<file path="config.mk">
export PLATFORM = sky130hd
export DESIGN_NAME = sfx_tone_voice
export DESIGN_NICKNAME = d
export VERILOG_FILES = /design/src/rtl/sfx_tone_voice.sv
export SDC_FILE = /design/constraint.sdc
export NUM_CORES = 1
export LEC_CHECK = 0
export BUFFER_PORTS_ARGS = -buffer_cell sky130_fd_sc_hd__buf_2
export CORE_MARGIN = 1.5
export CORE_UTILIZATION = 40
export CTS_CLUSTER_DIAMETER = 30
export CTS_CLUSTER_SIZE = 20
export DETAILED_ROUTE_END_ITERATION = 16
export HOLD_SLACK_MARGIN = 0.03
export PLACE_DENSITY = 0.6
export SETUP_SLACK_MARGIN = 0.02
export SLEW_MARGIN = 20
export SYNTH_ARGS = -nofsm -noshare
export SYNTH_HDL_FRONTEND = slang
export SYNTH_SLANG_ARGS = --single-unit
export TNS_END_PERCENT = 1
</file>
<file path="constraint.sdc">
create_clock -name clk -period 7.4 [get_ports clk]
set_clock_uncertainty 0.15 [all_clocks]
set_input_delay 1.48 -clock clk [delete_from_list [all_inputs] [get_ports clk]]
set_output_delay 1.48 -clock clk [all_outputs]
set_load 0.01 [all_outputs]
</file>
<file path="src/rtl/sfx_tone_voice.sv">
// sfx_tone_voice
//   Single sound-effect voice. A trigger starts a square-wave tone whose
//   amplitude decays linearly; the resulting sample is centred on mid-scale
//   and feeds a PWM stage's duty input directly. Samples update once every
//   SAMPLE_DIV clocks, in step with a 2^DUTY_WIDTH-clock PWM period.
//
// Configuration macro:
//   SFX_SWEEP_EN - when defined, every envelope decrement adds the latched
//                  sweep_step to the latched tone period (saturating).
//                  When undefined, sweep_step_i is ignored and no sweep
//                  logic is built.
//
// Ports:
//   clk            system clock
//   rst            synchronous, active-high reset
//   trigger_i      1-cycle start/restart pulse
//   stop_i         abort playback (wins over trigger_i)
//   period_i       tone half-period in clk cycles (0 behaves as 1), latched
//   amplitude_i    initial envelope level, latched
//   decay_div_i    sample ticks per envelope decrement, 0 = sustain, latched
//   sweep_step_i   period increment per envelope step, latched
//   duty_o         sample to the PWM stage
//   sample_tick_o  1-cycle pulse on the cycle duty_o updates
//   busy_o         high while a note is playing
module sfx_tone_voice #(
    parameter int unsigned DUTY_WIDTH   = 8,
    parameter int unsigned PERIOD_WIDTH = 16,
    parameter int unsigned DECAY_WIDTH  = 8,
    parameter int unsigned SAMPLE_DIV   = 256
) (
    input  logic                    clk,
    input  logic                    rst,
    input  logic                    trigger_i,
    input  logic                    stop_i,
    input  logic [PERIOD_WIDTH-1:0] period_i,
    input  logic [DUTY_WIDTH-2:0]   amplitude_i,
    input  logic [DECAY_WIDTH-1:0]  decay_div_i,
    input  logic [PERIOD_WIDTH-1:0] sweep_step_i,
    output logic [DUTY_WIDTH-1:0]   duty_o,
    output logic                    sample_tick_o,
    output logic                    busy_o
);

    localparam int unsigned DivW = $clog2(SAMPLE_DIV);

    localparam logic [DivW-1:0]         DivMax = DivW'(SAMPLE_DIV - 1);
    localparam logic [DivW-1:0]         DivOne = {{(DivW-1){1'b0}}, 1'b1};
    localparam logic [DUTY_WIDTH-1:0]   Mid    = {1'b1, {(DUTY_WIDTH-1){1'b0}}};
    localparam logic [DUTY_WIDTH-2:0]   EnvOne = {{(DUTY_WIDTH-2){1'b0}}, 1'b1};
    localparam logic [PERIOD_WIDTH-1:0] PerOne = {{(PERIOD_WIDTH-1){1'b0}}, 1'b1};
    localparam logic [DECAY_WIDTH-1:0]  DecOne = {{(DECAY_WIDTH-1){1'b0}}, 1'b1};

    typedef enum logic {StIdle, StPlay} state_e;

    state_e                  state_q;
    logic [DivW-1:0]         div_q;
    logic [PERIOD_WIDTH-1:0] period_q;
    logic [PERIOD_WIDTH-1:0] cnt_q;
    logic                    phase_q;
    logic [DUTY_WIDTH-2:0]   env_q;
    logic [DECAY_WIDTH-1:0]  decay_q;
    logic [DECAY_WIDTH-1:0]  dcnt_q;
    logic [DUTY_WIDTH-1:0]   duty_q;
    logic                    sample_tick_q;
    logic                    busy_q;

    logic                    tick;
    logic [PERIOD_WIDTH-1:0] tone_last;
    logic [DUTY_WIDTH-1:0]   env_ext;
    logic [DUTY_WIDTH-1:0]   duty_play;
    logic [DECAY_WIDTH-1:0]  dcnt_inc;

    assign tick      = (div_q == DivMax);
    // Terminal count of a half-period; period 0 terminates every clock like period 1.
    assign tone_last = (period_q == '0) ? '0 : period_q - PerOne;
    assign env_ext   = {1'b0, env_q};
    // env never exceeds MID-1, so neither side can wrap.
    assign duty_play = phase_q ? Mid + env_ext : Mid - env_ext;
    assign dcnt_inc  = dcnt_q + DecOne;

`ifdef SFX_SWEEP_EN
    logic [PERIOD_WIDTH-1:0] sweep_q;
    logic [PERIOD_WIDTH:0]   period_sum;
    logic [PERIOD_WIDTH-1:0] period_swept;

    assign period_sum   = {1'b0, period_q} + {1'b0, sweep_q};
    assign period_swept = period_sum[PERIOD_WIDTH] ? '1 : period_sum[PERIOD_WIDTH-1:0];
`else
    logic unused_sweep_step;
    assign unused_sweep_step = ^sweep_step_i;
`endif

    always_ff @(posedge clk) begin
        if (rst) begin
            state_q       <= StIdle;
            div_q         <= '0;
            period_q      <= '0;
            cnt_q         <= '0;
            phase_q       <= 1'b0;
            env_q         <= '0;
            decay_q       <= '0;
            dcnt_q        <= '0;
            duty_q        <= Mid;
            sample_tick_q <= 1'b0;
            busy_q        <= 1'b0;
`ifdef SFX_SWEEP_EN
            sweep_q       <= '0;
`endif
        end else begin
            // Sample divider free-runs in every state and is never restarted.
            div_q         <= div_q + DivOne;
            sample_tick_q <= tick;

            if (stop_i) begin
                state_q <= StIdle;
                busy_q  <= 1'b0;
                duty_q  <= Mid;
                cnt_q   <= '0;
                phase_q <= 1'b0;
                env_q   <= '0;
                dcnt_q  <= '0;
            end else begin
                // A tick coinciding with a trigger still emits the outgoing note's sample.
                if (tick) begin
                    if (state_q == StPlay && env_q != '0) begin
                        duty_q <= duty_play;
                    end else begin
                        duty_q <= Mid;
                    end
                end

                if (trigger_i) begin
                    state_q  <= StPlay;
                    busy_q   <= 1'b1;
                    period_q <= period_i;
                    decay_q  <= decay_div_i;
                    env_q    <= amplitude_i;
                    cnt_q    <= '0;
                    phase_q  <= 1'b0;
                    dcnt_q   <= '0;
`ifdef SFX_SWEEP_EN
                    sweep_q  <= sweep_step_i;
`endif
                end else if (state_q == StPlay) begin
                    if (cnt_q == tone_last) begin
                        cnt_q   <= '0;
                        phase_q <= ~phase_q;
                    end else begin
                        cnt_q <= cnt_q + PerOne;
                    end

                    if (tick) begin
                        if (env_q == '0) begin
                            // The note ends one tick after the envelope hits zero.
                            state_q <= StIdle;
                            busy_q  <= 1'b0;
                        end else if (decay_q != '0) begin
                            if (dcnt_inc == decay_q) begin
                                dcnt_q <= '0;
                                env_q  <= env_q - EnvOne;
`ifdef SFX_SWEEP_EN
                                period_q <= period_swept;
`endif
                            end else begin
                                dcnt_q <= dcnt_inc;
                            end
                        end
                    end
                end
            end
        end
    end

    assign duty_o        = duty_q;
    assign sample_tick_o = sample_tick_q;
    assign busy_o        = busy_q;

endmodule

</file>
==> results.sh <==
export IMPL_drive_gt1_share_pct=16.5
export IMPL_layout_common_cells="75 x dfxtp_1, 74 x nand2_1, 51 x nor2_1"
export IMPL_synth_distinct_cells=57
export IMPL_cts_buffers=9
export IMPL_vias_per_cell=5.40
export IMPL_start_util_pct=41.6
export IMPL_setup_viol=0
export IMPL_path_cells="inv_1 > ha_1 > or3b_2 > nor4_1 > mux2i_1 > xor2_1 > o2111ai_2 > nor4_4 > buf_8 > mux2i_1"
export IMPL_synth_top_cell_area_share_pct=36.4
export IMPL_portBuffers=44
export IMPL_grt_max_degree=36
export IMPL_dp_hpwl_mm=6.94
export IMPL_fin_crit_ns=3.57
export IMPL_clk_pin_slew_ns=0.08
export IMPL_max_slew_margin_pct=41.4
export IMPL_area_delta_synth_final_pct=12.9
export IMPL_drt_wirelength_per_cell_um=14.0
export IMPL_drv_cap=0
export IMPL_p_seq_share_pct=45.4
export IMPL_cts_tree="built"
export IMPL_holdBufCountCts=0
export IMPL_ys_top_cells_by_area="dfxtp_1 36%, nand2_1 6.7%, xor2_1 6.4%"
export IMPL_required_ns=7.53
export IMPL_max_freq_mhz=280
export IMPL_switching_power_w=0.000242
export IMPL_period_share_pct=48.3
export IMPL_synthesis_area_um2=4130
export IMPL_drt_total_wl_mm=9.41
export IMPL_core_area_um2=9910
export IMPL_clockPowerShare_pct=40.2
export IMPL_overflow=0
export IMPL_cts_resized_gates=0
export IMPL_htreeDepth=3
export IMPL_drtAntennaViolNets=0
export IMPL_drt_iter0_markers=169
export IMPL_worstPathArrival_ns=3.70
export IMPL_post_cts_setup_buffer_count=0
export IMPL_dieHeight_um=105
export IMPL_dr_pass1_iters=4
export IMPL_gp_congestion=0.812
export IMPL_synth_fp_nets=563
export IMPL_insertion_delay_ns=0.35
export IMPL_vias=3639
export IMPL_crit_type="reg -> reg"
export IMPL_p_per_area_nw_per_um2=201
export IMPL_route_detailed_drc=0
export IMPL_crit_path_start_kind="flip-flop"
export IMPL_yosys_area_top_type="dfxtp_1"
export IMPL_final_max_slew_viol_count=0
export IMPL_synthFlopType="dfxtp_1"
export IMPL_grt_pass1_vias=3451
export IMPL_grt_pass1_wl_mm=16.4
export IMPL_rows=36
export IMPL_switching_share_pct=25.8
export IMPL_vdd_ir_drop_max_v=0.000128
export IMPL_p_leak_nw=1.72
export IMPL_rsz0062_at_grt="no"
export IMPL_yosysSeqAreaShare_pct=36.4
export IMPL_p_int_w=0.000696
export IMPL_slowest_delay_ns=0.58
export IMPL_comb_power_share_pct=14.4
export IMPL_synth_async_reset_ratio_pct=0
export IMPL_hold_viol=0
export IMPL_cp_max_fo=11
export IMPL_cts_sinks=75
export IMPL_status="finished clean"
export IMPL_hold_path_class="reg -> reg"
export IMPL_yosysWarnings=0
export IMPL_nNetsFinal=592
export IMPL_yosys_register_bits=75
export IMPL_end_kind="flip-flop"
export IMPL_fin_tns_setup_ns=0
export IMPL_slowest_stage="or3b_2"
export IMPL_synth_edff_count=0
export IMPL_final_common_cell="dfxtp_1"
export IMPL_antennaDiodeCount=0
export IMPL_antenna_found_initial=0
export IMPL_post_route_util_pct=47.0
export IMPL_dieArea_um2=10900
export IMPL_crit_path_frequent_cell="mux2i_1"
export IMPL_max_slew_worst_pin_slew_ns=0.879
export IMPL_ctsRootBufferMaster="clkbuf_8"
export IMPL_grt_use_total_pct=18.2
export IMPL_synthCells=507
export IMPL_die_x_um=105
export IMPL_syn_avg_cell_area_um2=8.14
export IMPL_clockBufferDepth=2
export IMPL_io_pins=61
final cells by class:
type,count,area (um2)
multi-input combinational,392,2460
fill,1007,5250
sequential,75,1500
timing repair buffer,46,243
clock buffer,10,128
inverter,12,45.0
tap,133,166
clock inverter,6,113
synth_stat cells, drive strengths merged, types with 3 or more instances:
master,count
xor2,30
o22ai,3
dfxtp,75
clkbuf,23
mux2i,7
and3,8
a22oi,6
nor2,51
nor4,12
or3,5
nor3b,3
nand3,16
a21oi,36
or2,6
a211oi,9
ha,5
nor3,24
inv,12
or4,8
xnor2,26
nand2,74
a31oi,3
nand2b,4
o21a,3
buf,5
nand4,12
o21ai,10
registers in the layout (all words and copies together) (netlist names), 7 cells and up:
name and flops:
period_q 16, dcnt_q 8, duty_o 8, cnt_q 16
decay_q 8, env_q 7, div_q 8
power groups by stage:
| stage | clock network, W | logic [W] | registers [W] |
|---|---|---|---|
| after CTS | 0.000388 | 0.000134 | 0.000426 |
| after detailed placement | 0 | 0.000133 | 0.000436 |
| after global routing | 0.000406 | 0.000152 | 0.000428 |
| after global placement | 0 | 0.000130 | 0.000435 |
| after floorplan | 0 | 0.000109 | 0.000430 |
| final | 0.000377 | 0.000135 | 0.000426 |
worst max-delay path, delay by kind of cell (launching register included):
family	cells	cell delay [ns]
flops	1	0.36
buf+inv	2	0.30
xor+xnor	1	0.22
simple gates	3	1.64
fa+ha+maj	1	0.18
compound gates	1	0.19
mux	2	0.46
layer usage:
| layer | wire length [um] | up-vias | share of wire (%) | track usage [%] |
|---|---|---|---|---|
| met3 | 326 | 12 | 3.5 | 4.24 |
| met2 | 4520 | 65 | 48 | 30.1 |
| met1 | 4480 | 1719 | 48 | 23.3 |
| met5 | 0 | - | 0 | 0 |
| met4 | 85 | 0 | 0.90 | 5.97 |
| li1 | - | 1843 | - | - |
metrics by stage:
stage	area [um2]	setup slack (ns)	instances	total power, W	hold WS (ns)
final	4660	3.83	674	0.000938	0.306
after global routing	4660	3.55	674	0.000986	0.338
after CTS	4630	3.52	673	0.000949	0.312
after detailed placement	4390	3.55	657	0.000569	0.299
after global placement	4390	3.57	657	0.000565	0.292
after floorplan	4130	4.21	507	0.000539	0.276
worst paths after layout:
path,start,endpoint,slack [ns],cells past startpoint
worst max-delay path,period_q[0],phase_q,3.83,10
worst min-delay path,duty_o[6],duty_o[6],0.31,2
worst max register to register,period_q[0],phase_q,3.83,10
worst min register to register,duty_o[6],duty_o[6],0.31,2
logic make-up (layout without fill, tap and decap cells):
logic type | Yosys count | after routing | share of synthesized area, %
compound gates | 91 | 91 | 14.8
simple gates | 231 | 231 | 29.0
mux | 9 | 9 | 2.24
xor+xnor | 56 | 56 | 11.9
fa+ha+maj | 5 | 5 | 1.52
flops | 75 | 75 | 36.4
buf+inv | 40 | 74 | 4.21
No activity file was read; power rests on OpenSTA's default activity.
